==> src/rtl/alu_issue_if.sv <==
// alu_issue_if: handshake and data bundle between the ID stage, the ALU issue
// register and the EX stage. The slave modport is the issue stage's view and
// the master modport is the view of whatever drives ID and consumes EX.
interface alu_issue_if #(
  parameter int DATA_W = 32
);
  logic              flush;
  logic              id_valid;
  logic              id_ready;
  logic [31:0]       id_instr;
  logic [DATA_W-1:0] id_rs_data;
  logic [DATA_W-1:0] id_rt_data;
  logic              ex_valid;
  logic              ex_ready;
  logic [3:0]        ex_alu_ctrl;
  logic [4:0]        ex_shamt;
  logic [DATA_W-1:0] ex_src_a;
  logic [DATA_W-1:0] ex_src_b;
  logic              ex_ovf_chk;
  logic              ex_illegal;

  modport slave (
    input  flush, id_valid, id_instr, id_rs_data, id_rt_data, ex_ready,
    output id_ready, ex_valid, ex_alu_ctrl, ex_shamt, ex_src_a, ex_src_b,
           ex_ovf_chk, ex_illegal
  );

  modport master (
    output flush, id_valid, id_instr, id_rs_data, id_rt_data, ex_ready,
    input  id_ready, ex_valid, ex_alu_ctrl, ex_shamt, ex_src_a, ex_src_b,
           ex_ovf_chk, ex_illegal
  );
endinterface

==> src/rtl/alu_issue_stage.sv <==
// alu_issue_stage: decodes a MIPS instruction into ALU control, shift amount
// and operands, and holds the result in a main register plus one skid
// register so that id_ready comes straight from a flop.
// Optional feature macro: ALU_ISSUE_SHIFTV_EN (adds sllv/srlv decode).
module alu_issue_stage #(
  parameter int DATA_W    = 32,
  parameter int LUI_SHAMT = 16
) (
  input  logic       clk,
  input  logic       rst_n,
  alu_issue_if.slave bus
);

  typedef struct packed {
    logic [3:0]        alu_ctrl;
    logic [4:0]        shamt;
    logic [DATA_W-1:0] src_a;
    logic [DATA_W-1:0] src_b;
    logic              ovf_chk;
    logic              illegal;
  } entry_t;

  logic [5:0]        op;
  logic [5:0]        funct;
  logic [15:0]       imm;
  logic [DATA_W-1:0] imm_sext;
  logic [DATA_W-1:0] imm_zext;
  entry_t            dec;
  entry_t            main_reg;
  entry_t            skid_reg;
  logic              main_valid_reg;
  logic              skid_valid_reg;
  logic              accept;
  logic              drain;
  logic              load_main;

  assign op       = bus.id_instr[31:26];
  assign funct    = bus.id_instr[5:0];
  assign imm      = bus.id_instr[15:0];
  assign imm_sext = {{(DATA_W-16){imm[15]}}, imm};
  assign imm_zext = {{(DATA_W-16){1'b0}}, imm};

  // Combinational decode of the instruction currently presented by ID.
  always_comb begin
    dec         = '0;
    dec.src_a   = bus.id_rs_data;
    dec.src_b   = bus.id_rt_data;
    case (op)
      6'h00: begin
        case (funct)
          6'h20: begin dec.alu_ctrl = 4'b0000; dec.ovf_chk = 1'b1; end
          6'h21: dec.alu_ctrl = 4'b0000;
          6'h22: begin dec.alu_ctrl = 4'b0001; dec.ovf_chk = 1'b1; end
          6'h23: dec.alu_ctrl = 4'b0001;
          6'h24: dec.alu_ctrl = 4'b0010;
          6'h25: dec.alu_ctrl = 4'b0011;
          6'h26: dec.alu_ctrl = 4'b0100;
          6'h27: dec.alu_ctrl = 4'b0101;
          6'h2A: dec.alu_ctrl = 4'b0110;
          6'h2B: dec.alu_ctrl = 4'b0111;
          6'h00: begin dec.alu_ctrl = 4'b1001; dec.shamt = bus.id_instr[10:6]; end
          6'h02: begin dec.alu_ctrl = 4'b1000; dec.shamt = bus.id_instr[10:6]; end
`ifdef ALU_ISSUE_SHIFTV_EN
          6'h04: begin dec.alu_ctrl = 4'b1001; dec.shamt = bus.id_rs_data[4:0]; end
          6'h06: begin dec.alu_ctrl = 4'b1000; dec.shamt = bus.id_rs_data[4:0]; end
`else
          6'h04, 6'h06: dec.illegal = 1'b1;
`endif
          default: dec.illegal = 1'b1;
        endcase
      end
      6'h08: begin dec.src_b = imm_sext; dec.ovf_chk = 1'b1; end
      6'h09: dec.src_b = imm_sext;
      6'h0A: begin dec.alu_ctrl = 4'b0110; dec.src_b = imm_sext; end
      6'h0B: begin dec.alu_ctrl = 4'b0111; dec.src_b = imm_sext; end
      6'h0C: begin dec.alu_ctrl = 4'b0010; dec.src_b = imm_zext; end
      6'h0D: begin dec.alu_ctrl = 4'b0011; dec.src_b = imm_zext; end
      6'h0E: begin dec.alu_ctrl = 4'b0100; dec.src_b = imm_zext; end
      6'h0F: begin
        dec.alu_ctrl = 4'b1001;
        dec.src_b    = imm_zext;
        dec.shamt    = 5'(LUI_SHAMT);
      end
      6'h23, 6'h2B: dec.src_b = imm_sext;
      6'h04, 6'h05: dec.alu_ctrl = 4'b0001;
      default: dec.illegal = 1'b1;
    endcase
  end

  // id_ready only depends on skid occupancy, so it is a pure flop output.
  assign accept    = bus.id_valid & ~skid_valid_reg;
  assign drain     = main_valid_reg & bus.ex_ready;
  assign load_main = ~main_valid_reg | drain;

  // Two-entry FIFO: main feeds EX, skid catches the beat accepted while main stalls.
  always_ff @(posedge clk or negedge rst_n) begin
    if (!rst_n) begin
      main_valid_reg <= 1'b0;
      skid_valid_reg <= 1'b0;
      main_reg       <= '0;
      skid_reg       <= '0;
    end else if (bus.flush) begin
      main_valid_reg <= 1'b0;
      skid_valid_reg <= 1'b0;
    end else begin
      if (load_main) begin
        if (skid_valid_reg) begin
          main_reg       <= skid_reg;
          main_valid_reg <= 1'b1;
        end else if (accept) begin
          main_reg       <= dec;
          main_valid_reg <= 1'b1;
        end else begin
          main_valid_reg <= 1'b0;
        end
      end
      if (accept && !load_main) begin
        skid_reg       <= dec;
        skid_valid_reg <= 1'b1;
      end else if (skid_valid_reg && load_main) begin
        skid_valid_reg <= 1'b0;
      end
    end
  end

  assign bus.id_ready    = ~skid_valid_reg;
  assign bus.ex_valid    = main_valid_reg;
  assign bus.ex_alu_ctrl = main_reg.alu_ctrl;
  assign bus.ex_shamt    = main_reg.shamt;
  assign bus.ex_src_a    = main_reg.src_a;
  assign bus.ex_src_b    = main_reg.src_b;
  assign bus.ex_ovf_chk  = main_reg.ovf_chk;
  assign bus.ex_illegal  = main_reg.illegal;

endmodule

==> src/flat_wrapper.sv <==
// flat-port wrapper written by rule: the top's interface ports become plain ports
module alu_issue_stage_flat 
#(
  parameter int DATA_W    = 32,
  parameter int LUI_SHAMT = 16
)
  (clk, rst_n, bus_flush, bus_id_valid, bus_id_instr, bus_id_rs_data, bus_id_rt_data, bus_ex_ready, bus_id_ready, bus_ex_valid, bus_ex_alu_ctrl, bus_ex_shamt, bus_ex_src_a, bus_ex_src_b, bus_ex_ovf_chk, bus_ex_illegal);
  alu_issue_if #(.DATA_W(DATA_W)) bus_i ();
  input  logic clk;
  input  logic rst_n;
  input wire logic [$bits(bus_i.flush)-1:0] bus_flush;
  input wire logic [$bits(bus_i.id_valid)-1:0] bus_id_valid;
  input wire logic [$bits(bus_i.id_instr)-1:0] bus_id_instr;
  input wire logic [$bits(bus_i.id_rs_data)-1:0] bus_id_rs_data;
  input wire logic [$bits(bus_i.id_rt_data)-1:0] bus_id_rt_data;
  input wire logic [$bits(bus_i.ex_ready)-1:0] bus_ex_ready;
  output wire logic [$bits(bus_i.id_ready)-1:0] bus_id_ready;
  output wire logic [$bits(bus_i.ex_valid)-1:0] bus_ex_valid;
  output wire logic [$bits(bus_i.ex_alu_ctrl)-1:0] bus_ex_alu_ctrl;
  output wire logic [$bits(bus_i.ex_shamt)-1:0] bus_ex_shamt;
  output wire logic [$bits(bus_i.ex_src_a)-1:0] bus_ex_src_a;
  output wire logic [$bits(bus_i.ex_src_b)-1:0] bus_ex_src_b;
  output wire logic [$bits(bus_i.ex_ovf_chk)-1:0] bus_ex_ovf_chk;
  output wire logic [$bits(bus_i.ex_illegal)-1:0] bus_ex_illegal;
  assign bus_i.flush = bus_flush;
  assign bus_i.id_valid = bus_id_valid;
  assign bus_i.id_instr = bus_id_instr;
  assign bus_i.id_rs_data = bus_id_rs_data;
  assign bus_i.id_rt_data = bus_id_rt_data;
  assign bus_i.ex_ready = bus_ex_ready;
  assign bus_id_ready = bus_i.id_ready;
  assign bus_ex_valid = bus_i.ex_valid;
  assign bus_ex_alu_ctrl = bus_i.ex_alu_ctrl;
  assign bus_ex_shamt = bus_i.ex_shamt;
  assign bus_ex_src_a = bus_i.ex_src_a;
  assign bus_ex_src_b = bus_i.ex_src_b;
  assign bus_ex_ovf_chk = bus_i.ex_ovf_chk;
  assign bus_ex_illegal = bus_i.ex_illegal;
  alu_issue_stage #(.DATA_W(DATA_W), .LUI_SHAMT(LUI_SHAMT)) u_core (.clk(clk), .rst_n(rst_n), .bus(bus_i));
endmodule
==> config.mk <==
export PLATFORM = sky130hd
export DESIGN_NAME = alu_issue_stage_flat
export DESIGN_NICKNAME = d
export VERILOG_FILES = /design/src/rtl/alu_issue_if.sv /design/src/rtl/alu_issue_stage.sv /design/src/flat_wrapper.sv
export SDC_FILE = /design/constraint.sdc
export NUM_CORES = 1
export LEC_CHECK = 0
export ABC_AREA = 0
export CAP_MARGIN = 20
export CELL_PAD_IN_SITES_DETAIL_PLACEMENT = 1
export CELL_PAD_IN_SITES_GLOBAL_PLACEMENT = 1
export CORE_UTILIZATION = 33
export CTS_CLUSTER_SIZE = 16
export DETAILED_ROUTE_END_ITERATION = 10
export PLACE_DENSITY = 0.83
export RECOVER_POWER = 25
export SLEW_MARGIN = 15
export SYNTH_ARGS = -nofsm -noshare
export SYNTH_HDL_FRONTEND = slang
export SYNTH_SLANG_ARGS = --single-unit
export TNS_END_PERCENT = 5
==> constraint.sdc <==
create_clock -name clk -period 1.5 [get_ports clk]
set_input_delay 0.15 -clock clk [delete_from_list [all_inputs] [get_ports clk]]
set_output_delay 0.15 -clock clk [all_outputs]
set_load 0.01 [all_outputs]
## Word-level counts from Yosys, hierarchy flattened

Cells that the tools add are included.
Widths: inputs -> output; s select.

- Register bits: 152
- Latch bits: 0
- Memory bits (writable): 0
- Bits in read-only memories: 0
- Bits of input ports: 101
- Output and inout bits: 77
- Word-level logic and storage cells: 79
- Memories: 0

- $add $sub $neg: 0
- $mul: 0
- Divide/modulo/power cells: 0
- Magnitude comparators: 0
- Equality and inequality tests: 23
- Shift operators: 0
- Muxes and demuxes: 18
- Bitwise operators: 6
- Reduce and logical (&&, ||, !) cells: 18

Operator list:

| operator | number |
|---|---|
| $mux 75 | 2 |
| $eq 6x6->1 const B | 12 |
| $pmux 32 s2 | 1 |
| $eq 6x4->1 const B | 8 |
| $pmux 4 s9 | 1 |
| $pmux 4 s8 | 1 |
| $reduce_or 12->1 | 2 |
| $eq 6x3->1 const B | 2 |
| $logic_not 6->1 | 2 |
| $pmux 5 s2 | 1 |
| $mux 1 | 9 |
| $reduce_or 2->1 | 4 |
| $eq 6x2->1 const B | 1 |
| $reduce_or 6->1 | 1 |
| $mux 5 | 1 |
| $pmux 1 s2 | 2 |
| $reduce_bool 2->1 | 2 |
| $reduce_or 4->1 | 1 |
| $not 1->1 | 3 |
| $reduce_and 3->1 | 1 |
| $reduce_bool 3->1 | 1 |
| $and 1x1->1 | 2 |
| $logic_and 1x1->1 | 2 |
| $reduce_and 2->1 | 1 |
| 2 further kinds | 2 |

## Depth between registers and ports, before layout

Gate-level depths: netlist (run 1).

- Depth in word-level cells: 6
- Mapped depth: 9
- Depth with buffers taken out: 5

## Worst setup path after synthesis (run 1)

No wires, ideal clock.

- Path type: reg-to-reg
- Start point: reg u_core.main_valid_reg, in the netlist u_core.bus.ex_valid
- End point: reg u_core.main_reg, in the netlist u_core.bus.ex_src_a[26]
- Library setup time: 133 ps
- Arrival time: 1481 ps
- Required time: 1367 ps
- Path slack: -114 ps
- Stages on the path, launching flop included: 8
- Buffers on the path: 3
- Period minus slack after synthesis: 1614 ps
- Path through: dfrtp_1 nor2b_1 or3_1 buf_2 buf_2 buf_2 nand2_1 o21ai_0

- Longest elaborated chain between the ends: 3
- Elaborated cells between the ends (all ways): 4
- Classes of those cells: bitwise (3); reduce/logical (1)

RTL lines:

| what | RTL line | source |
|---|---|---|
| from (decl) | alu_issue_stage.sv:31 | `logic main_valid_reg;` |
| from (signal assigned) | alu_issue_stage.sv:98 | `main_valid_reg <= 1'b0;` |
| from (signal assigned) | alu_issue_stage.sv:103 | `main_valid_reg <= 1'b0;` |
| from (signal assigned) | alu_issue_stage.sv:109 | `main_valid_reg <= 1'b1;` |
| $and 1x1->1 / $not 1->1 (equally long branches) | alu_issue_stage.sv:92, alu_issue_stage.sv:93 |  |
| $or 1x1->1 (*) | alu_issue_stage.sv:93 | `assign load_main = ~main_valid_reg \| drain;` |
| $reduce_and 3->1 (no source line) (*) | - |  |
| to (signal assigned) | alu_issue_stage.sv:108 | `main_reg <= skid_reg;` |
| to (decl) | alu_issue_stage.sv:29 | `entry_t main_reg;` |

Every way passes the cells marked *; elsewhere a longest branch is shown, timed or not.
A chain may end at the register's enable or synchronous reset.

## Worst setup path after layout (run 1)

- Start point: reg u_core.main_valid_reg, in the netlist u_core.bus.ex_valid
- End point: reg u_core.main_reg, in the netlist u_core.bus.ex_src_b[15]

Same word-level chain as after synthesis.

==> run metrics, run 1 <==
outcome finished, violations left; failing checks setup timing; Cell Area, Synth between 6000 and 7000 µm²; global-route congestion overflow total 0; largest buffer count on any clock path 2; number of global-route vias before repair roughly 6.5k; Post-synth top flop sky130_fd_sc_hd__dfrtp_1; type of origin of the critical path register; fraction of the yosys area taken by sequential cells 56.0%; wire per inst roughly 18 µm; post-synthesis sequential element count roughly 150; reg-to-reg setup timing slack -0.03 ns; switching pwr around 3.3 mW; area growth from synthesis to layout 44.4%; finished layout cell area about 9800 µm²; critical path arrival 1.82 ns; TritonRoute pass-1 iters 4; most common cell after layout, fill and taps aside sky130_fd_sc_hd__nand2_1; total of fill cells in the finished design roughly 2.3k; count of flip-flops with a built-in enable after synthesis 0; global-route wire length before repair roughly 34000 µm; number of flip-flops under the largest register name 75; routed vias around 6k; number of warnings reported in the yosys synthesis log 0; Peak Freq ~660 MHz; hold violation total from the final report 0; peak fanout along the critical path 28; Worst Reg2Reg Path Length in Cells 5; critical setup path kind reg -> reg; internal power of the cells 8.40 mW; count of antenna diodes in the layout 0; capturing element type of the critical path register; H-Tree Level Count 4; nets in the synthesized netlist around 830; maximum vdd ir drop about 740 µV; worst setup path startpoint u_core.bus.ex_valid; Slew headroom 30.2%; worst-margin pin slew around 1.0 ns; Reg-to-Reg End u_core.bus.ex_src_b[15]; part of the cycle the worst path needs 102%; most frequent cells in the layout sky130_fd_sc_hd__nand2_1 (198), sky130_fd_sc_hd__dfrtp_1 (151), sky130_fd_sc_hd__clkdlybuf4s50_1 (129); antenna-violating nets left 0; final worst setup slack -0.0256 ns; clock skew after layout 0.00945 ns; post-detailed-placement cell area 9090 µm²; GP Congestion ~0.84; CTS tree built; starting density of the core between 30 and 40%; post-detailed-routing wire length about 21000 µm; Detail Placement HPWL between 10000 and 15000 µm; path class of the lowest-slack min-delay path in -> reg; num rows 52; Chip Width ~150 µm; detailed-route vias per instance about 5.0; fraction of power consumed by the clock network between 30% and 40%; Core Footprint roughly 20000 µm²; Global Route Usage Sum 20.4%; die outline area ~21000 µm²; number of placed I/O pins around 180; count of placed standard cells including taps 1165; clock sink count about 150; final cell count without fillers 1201; initial antenna violation count 0; Detailed Route Iter0 Violations 204; setup repair after global routing missed its margin true; required time of the critical path roughly 1.8 ns; total power per unit cell area about 1200 nW/µm²; number of maximum-capacitance constraint violations 0; post-layout net count between 1k and 1.5k; async set-reset flop share out of synthesis 100%; WHS between 0.2 and 0.3 ns; share of total power in combinational logic a little under a fifth; vertical die dimension 145 µm; Static Leakage ~4.5 nW; clock insertion delay at the later pin of the skew report 0.43 ns; clk root buf sky130_fd_sc_hd__clkbuf_16; clock-pin slew reported for the worst setup and hold paths after clock tree synthesis ~0.07 ns; number of pins exceeding their max-slew limit in the final report 0; number of cells produced by synthesis approximately 730; layout cells sized above 1 roughly an eighth; sequential group share of total power roughly 45%; count of final setup violators 11; Remaining DRCs 0; number of distinct library cells after synthesis 40; end of the critical path u_core.bus.ex_src_b[15]; average cell area after synthesis 9.33 µm²; maximum number of pins on one net before global-route repair 65; r2r startpoint u_core.bus.ex_valid; Port Buffers roughly 170; CTS Buf Count 17; Sw Share around 28%; post-route minimum period about 1.5 ns
worst max-delay path, cell delays in order (launching register included):
cell and delay (ns):
sky130_fd_sc_hd__dfrtp_1 0.39, sky130_fd_sc_hd__nor2b_4 0.15, sky130_fd_sc_hd__or3_4 0.41, sky130_fd_sc_hd__buf_12 0.19, sky130_fd_sc_hd__a21oi_1 0.17, sky130_fd_sc_hd__o21ai_1 0.09
synthesized netlist by cell type (2+ instances only):
| master | number | area share, % |
|---|---|---|
| sky130_fd_sc_hd__nand2_1 | 199 | 11 |
| sky130_fd_sc_hd__nand2b_1 | 4 | 0.37 |
| sky130_fd_sc_hd__mux2i_1 | 48 | 7.1 |
| sky130_fd_sc_hd__buf_2 | 7 | 0.52 |
| sky130_fd_sc_hd__buf_6 | 2 | 0.33 |
| sky130_fd_sc_hd__nor3b_1 | 2 | 0.22 |
| sky130_fd_sc_hd__clkbuf_1 | 34 | 1.9 |
| sky130_fd_sc_hd__nor2_1 | 23 | 1.3 |
| sky130_fd_sc_hd__buf_4 | 6 | 0.66 |
| sky130_fd_sc_hd__a211oi_1 | 2 | 0.22 |
| sky130_fd_sc_hd__nor2b_1 | 2 | 0.18 |
| sky130_fd_sc_hd__nand3b_1 | 2 | 0.22 |
| sky130_fd_sc_hd__or3_1 | 2 | 0.18 |
| sky130_fd_sc_hd__o21ai_0 | 104 | 7.7 |
| sky130_fd_sc_hd__nor3_1 | 5 | 0.37 |
| sky130_fd_sc_hd__xor2_1 | 2 | 0.26 |
| sky130_fd_sc_hd__a21oi_1 | 62 | 4.6 |
| sky130_fd_sc_hd__inv_1 | 4 | 0.22 |
| sky130_fd_sc_hd__and3_1 | 27 | 2.5 |
| sky130_fd_sc_hd__dfrtp_1 | 152 | 56 |
| sky130_fd_sc_hd__o21ai_1 | 14 | 1.0 |
| sky130_fd_sc_hd__nor3_2 | 2 | 0.29 |
| sky130_fd_sc_hd__o2111ai_1 | 2 | 0.26 |
| sky130_fd_sc_hd__o21ai_2 | 3 | 0.39 |
| sky130_fd_sc_hd__a31oi_1 | 2 | 0.18 |
cell type report:
cell class	instances	area [µm²]	share of cell area, %
clock buffer	20	467	4.76
clock inverter	12	118	1.20
inverter	4	15.0	0.153
multi-input combinational	518	2810	28.6
sequential	152	3800	38.8
tap	270	338	3.45
timing repair buffer	225	2250	23.0
power by group through the flow:
| stage | Combinational (mW) | Sequential (mW) | Clock [mW] |
|---|---|---|---|
| after CTS | 2.26 | 5.23 | 4.34 |
| after detailed placement | 2.32 | 5.31 | 0 |
| final | 2.25 | 5.24 | 4.24 |
| after floorplan | 0.844 | 5.34 | 0 |
| after global routing | 2.49 | 5.32 | 4.52 |
| after global placement | 2.21 | 5.26 | 0 |
worst min-delay path by stage:
stage          slack [ns]                         to               from  depth (start not counted)
5_1_grt              0.30        u_core.skid_reg[41]  bus_id_rs_data[7]                          3
6_report             0.29        u_core.skid_reg[35]  bus_id_rs_data[1]                          3
4_1_cts              0.20    u_core.bus.ex_src_a[17]              rst_n                          2
2_1_floorplan       -0.15  u_core.bus.ex_alu_ctrl[0]              rst_n                          0
3_5_place_dp         0.09    u_core.bus.ex_src_a[17]              rst_n                          1
3_3_place_gp         0.09    u_core.bus.ex_src_a[18]              rst_n                          1
layer usage:
metal	vias to the layer above	wire (µm)	GRT usage [%]
met4	0	393	7.16
met2	129	10900	35.8
met3	29	790	4.01
met5	-	0	0
li1	2834	-	-
met1	2980	9220	24.9
stage by stage:
| step | utilization (%) | power, mW | TNS [ns] | setup slack (ns) |
|---|---|---|---|---|
| floorplan | - | 6.18 | -0.530 | -0.0239 |
| global placement | 45.1 | 7.48 | -51.02 | -0.556 |
| detailed placement | 45.1 | 7.63 | -58.21 | -0.629 |
| CTS | 48.1 | 11.8 | -0.311 | -0.0461 |
| global route | 48.6 | 12.3 | -3.77 | -0.107 |
| finish | 48.6 | 11.7 | -0.117 | -0.0256 |
cells by family (layout without fill, tap and decap cells):
group | Yosys count | in the layout | synth area share [%]
flip-flops | 152 | 152 | 56.0
AO/OA/AOI/OAI | 195 | 195 | 15.1
AND/OR/NAND/NOR | 273 | 273 | 17.2
XOR/XNOR | 2 | 2 | 0.258
buffers and inverters | 57 | 261 | 4.28
multiplexers | 48 | 48 | 7.08
what timing repair did:
action                                  in CTS  in global routing
pin swaps                                    0                  3
hold buffers                                 1                  0
gates cloned                                 0                  1
buffers inserted                             0                  2
endpoints found under the setup margin     160                161
hold endpoints to repair                    35                  0
gates resized for setup                     57                 24
No activity file was read; power rests on OpenSTA's default activity.
==> run 2: changes to the inputs <==
CORE_UTILIZATION = 37   (was 33)
PLACE_DENSITY = default   (was 0.83)
PLACE_DENSITY_LB_ADDON = 0.25   (was default)
clock period = 1.49 ns   (was 1.5 ns; I/O delays follow)
==> run 2 against run 1 <==
The flow still finishes with violations (setup timing). First-iteration DRC count grew 100%. Utilization grew 8.1 points. Wire length grew 14%. Clock power is essentially flat. Sequential power grew 1%. Register-to-register slack lost 0.08 ns.
==> run metrics, run 2 (synthesized netlist as in run 1, its figures left out) <==
number of pins exceeding their max-slew limit in the final report 0; master of the slowest instance on the critical path sky130_fd_sc_hd__or3_4; Reg-to-Reg End u_core.bus.ex_shamt[2]; Chip Width between 100 and 150 µm; most common cell after layout, fill and taps aside sky130_fd_sc_hd__nand2_1; antenna-violating nets left 0; largest buffer count on any clock path 2; Port Buffers ~170; clock-pin slew reported for the worst setup and hold paths after clock tree synthesis 0.07 ns; Peak Freq between 600 and 700 MHz; die outline area ~19000 µm²; count of final setup violators 89; category of cells accounting for the largest share of critical-path delay simple AND/OR/NAND/NOR gates; slowest cell delay on critical path between 0.4 and 0.5 ns; GP Congestion approximately 0.9; area growth from synthesis to layout 49.9%; post-layout net count around 1.0k; number of placed I/O pins ~180; worst-margin pin slew between 1 and 1.5 ns; capturing element type of the critical path register; initial antenna violation count 1; Static Leakage 4.79 nW; Detail Placement HPWL about 15000 µm; starting density of the core 37.8%; type of origin of the critical path register; routed vias between 6k and 7k; met3 routing resource usage after global routing 5.22%; CTS Buf Count 17; required time of the critical path 1.79 ns; outcome finished, violations left; TritonRoute pass-1 iters 4; maximum vdd ir drop between 800 and 900 µV; setup TNS after final layout -2.77 ns; end of the critical path u_core.bus.ex_shamt[2]; r2r startpoint u_core.skid_valid_reg; clock sink count 152; layout cells sized above 1 17.1%; final worst setup slack -0.110 ns; failing checks setup timing; met1 track demand over resource about 31%; setup repair after global routing missed its margin true; path class of the lowest-slack min-delay path in -> reg; Global Route Usage Sum roughly a quarter; finished layout cell area 10200 µm²; global-route wire length before repair between 30000 and 40000 µm; vertical die dimension around 140 µm; maximum number of pins on one net before global-route repair just under 60; num rows 49; global-route congestion overflow total 0; hold violation total from the final report 0; detailed-route vias per instance ~5.4; Slew headroom 17.3%; peak fanout along the critical path 7; critical setup path kind reg -> reg; critical path, cell by cell nor2_4, buf_6, or3_4, buf_12, a21oi_2, o21ai_1; Core Footprint approximately 18000 µm²; CTS tree built; Detailed Route Iter0 Violations around 410; post-detailed-routing wire length about 24000 µm; post-detailed-placement cell area about 9100 µm²; H-Tree Level Count 4; clock insertion delay at the later pin of the skew report roughly 0.44 ns; reg-to-reg setup timing slack -0.11 ns; part of the cycle the worst path needs 107%; total power per unit cell area 1180 nW/µm²; most frequent cells in the layout sky130_fd_sc_hd__nand2_1 (196), sky130_fd_sc_hd__dfrtp_1 (151), sky130_fd_sc_hd__clkdlybuf4s50_1 (114); combined buffer and inverter count along the critical path 2; worst slack, placed -0.944 ns; Worst Reg2Reg Path Length in Cells 6; number of maximum-capacitance constraint violations 0; number of flip-flops under the largest register name 75; worst setup path startpoint u_core.skid_valid_reg; wire per inst slightly above 20 µm; Remaining DRCs 0; clk root buf sky130_fd_sc_hd__clkbuf_16; critical path arrival ~1.9 ns; WHS around 0.28 ns; clock skew after layout 0.0105 ns; GRT met2 Usage a little over two fifths; GR peak layer met2; post-route minimum period ~1.6 ns; number of global-route vias before repair between 6k and 7k; CP Depth 6
[run 2: how the worst min path moves through the flow]
stage                  startpoint                         to  cells after the start
6_report        bus_id_rs_data[2]        u_core.skid_reg[36]                      3
5_1_grt        bus_id_rs_data[16]        u_core.skid_reg[50]                      3
4_1_cts                     rst_n        u_core.skid_reg[72]                      2
3_5_place_dp                rst_n        u_core.skid_reg[72]                      1
3_3_place_gp                rst_n        u_core.skid_reg[72]                      1
2_1_floorplan               rst_n  u_core.bus.ex_alu_ctrl[0]                      0
[run 2: layer usage]
layer | vias to the layer above | part of all wire (%)
met1 | 3263 | 42
met3 | 36 | 4.6
met5 | - | 0
met2 | 187 | 51
met4 | 0 | 2.1
li1 | 2889 | -
[run 2: report_power, final]
group	total (mW)	leakage, nW	internal, mW	switching (mW)
logic	2.46	2.59	1.23	1.23
clock network	4.24	0.277	2.33	1.91
registers	5.31	1.92	4.86	0.450
total	12.0	4.79	8.42	3.59
[run 2: worst reg2reg max path, cell delays in order, from the launching register on]
cell and delay, ns:
sky130_fd_sc_hd__dfrtp_2 0.39, sky130_fd_sc_hd__nor2_4 0.06, sky130_fd_sc_hd__buf_6 0.13, sky130_fd_sc_hd__or3_4 0.48, sky130_fd_sc_hd__buf_12 0.19, sky130_fd_sc_hd__a21oi_2 0.12
sky130_fd_sc_hd__o21ai_1 0.11
[run 2: metrics by stage]
step                utilization (%)  power (mW)  std cells
finish                         56.6        12.0       1178
global route                   56.6        12.6       1177
CTS                            54.3        11.9       1166
detailed placement             50.4        7.71       1124
global placement               50.4        7.52       1124
floorplan                         -        6.23        727
[run 2: layout make-up]
cell class	count	area, µm²
sequential	152	3800
clock buffer	17	425
inverter	4	15.0
clock inverter	15	141
tap	229	287
multi-input combinational	520	2960
fill	1972	7790
antenna	1	2.50
timing repair buffer	240	2540
[run 2: timing repair]
action / in CTS / in global routing
hold buffers: 1 / 0
pin swaps: 6 / 34
endpoints found under the hold margin: 38 / 0
cloned: 1 / 10
buffers inserted: 8 / 1
resized for setup: 96 / 65
setup endpoints to repair: 183 / 175
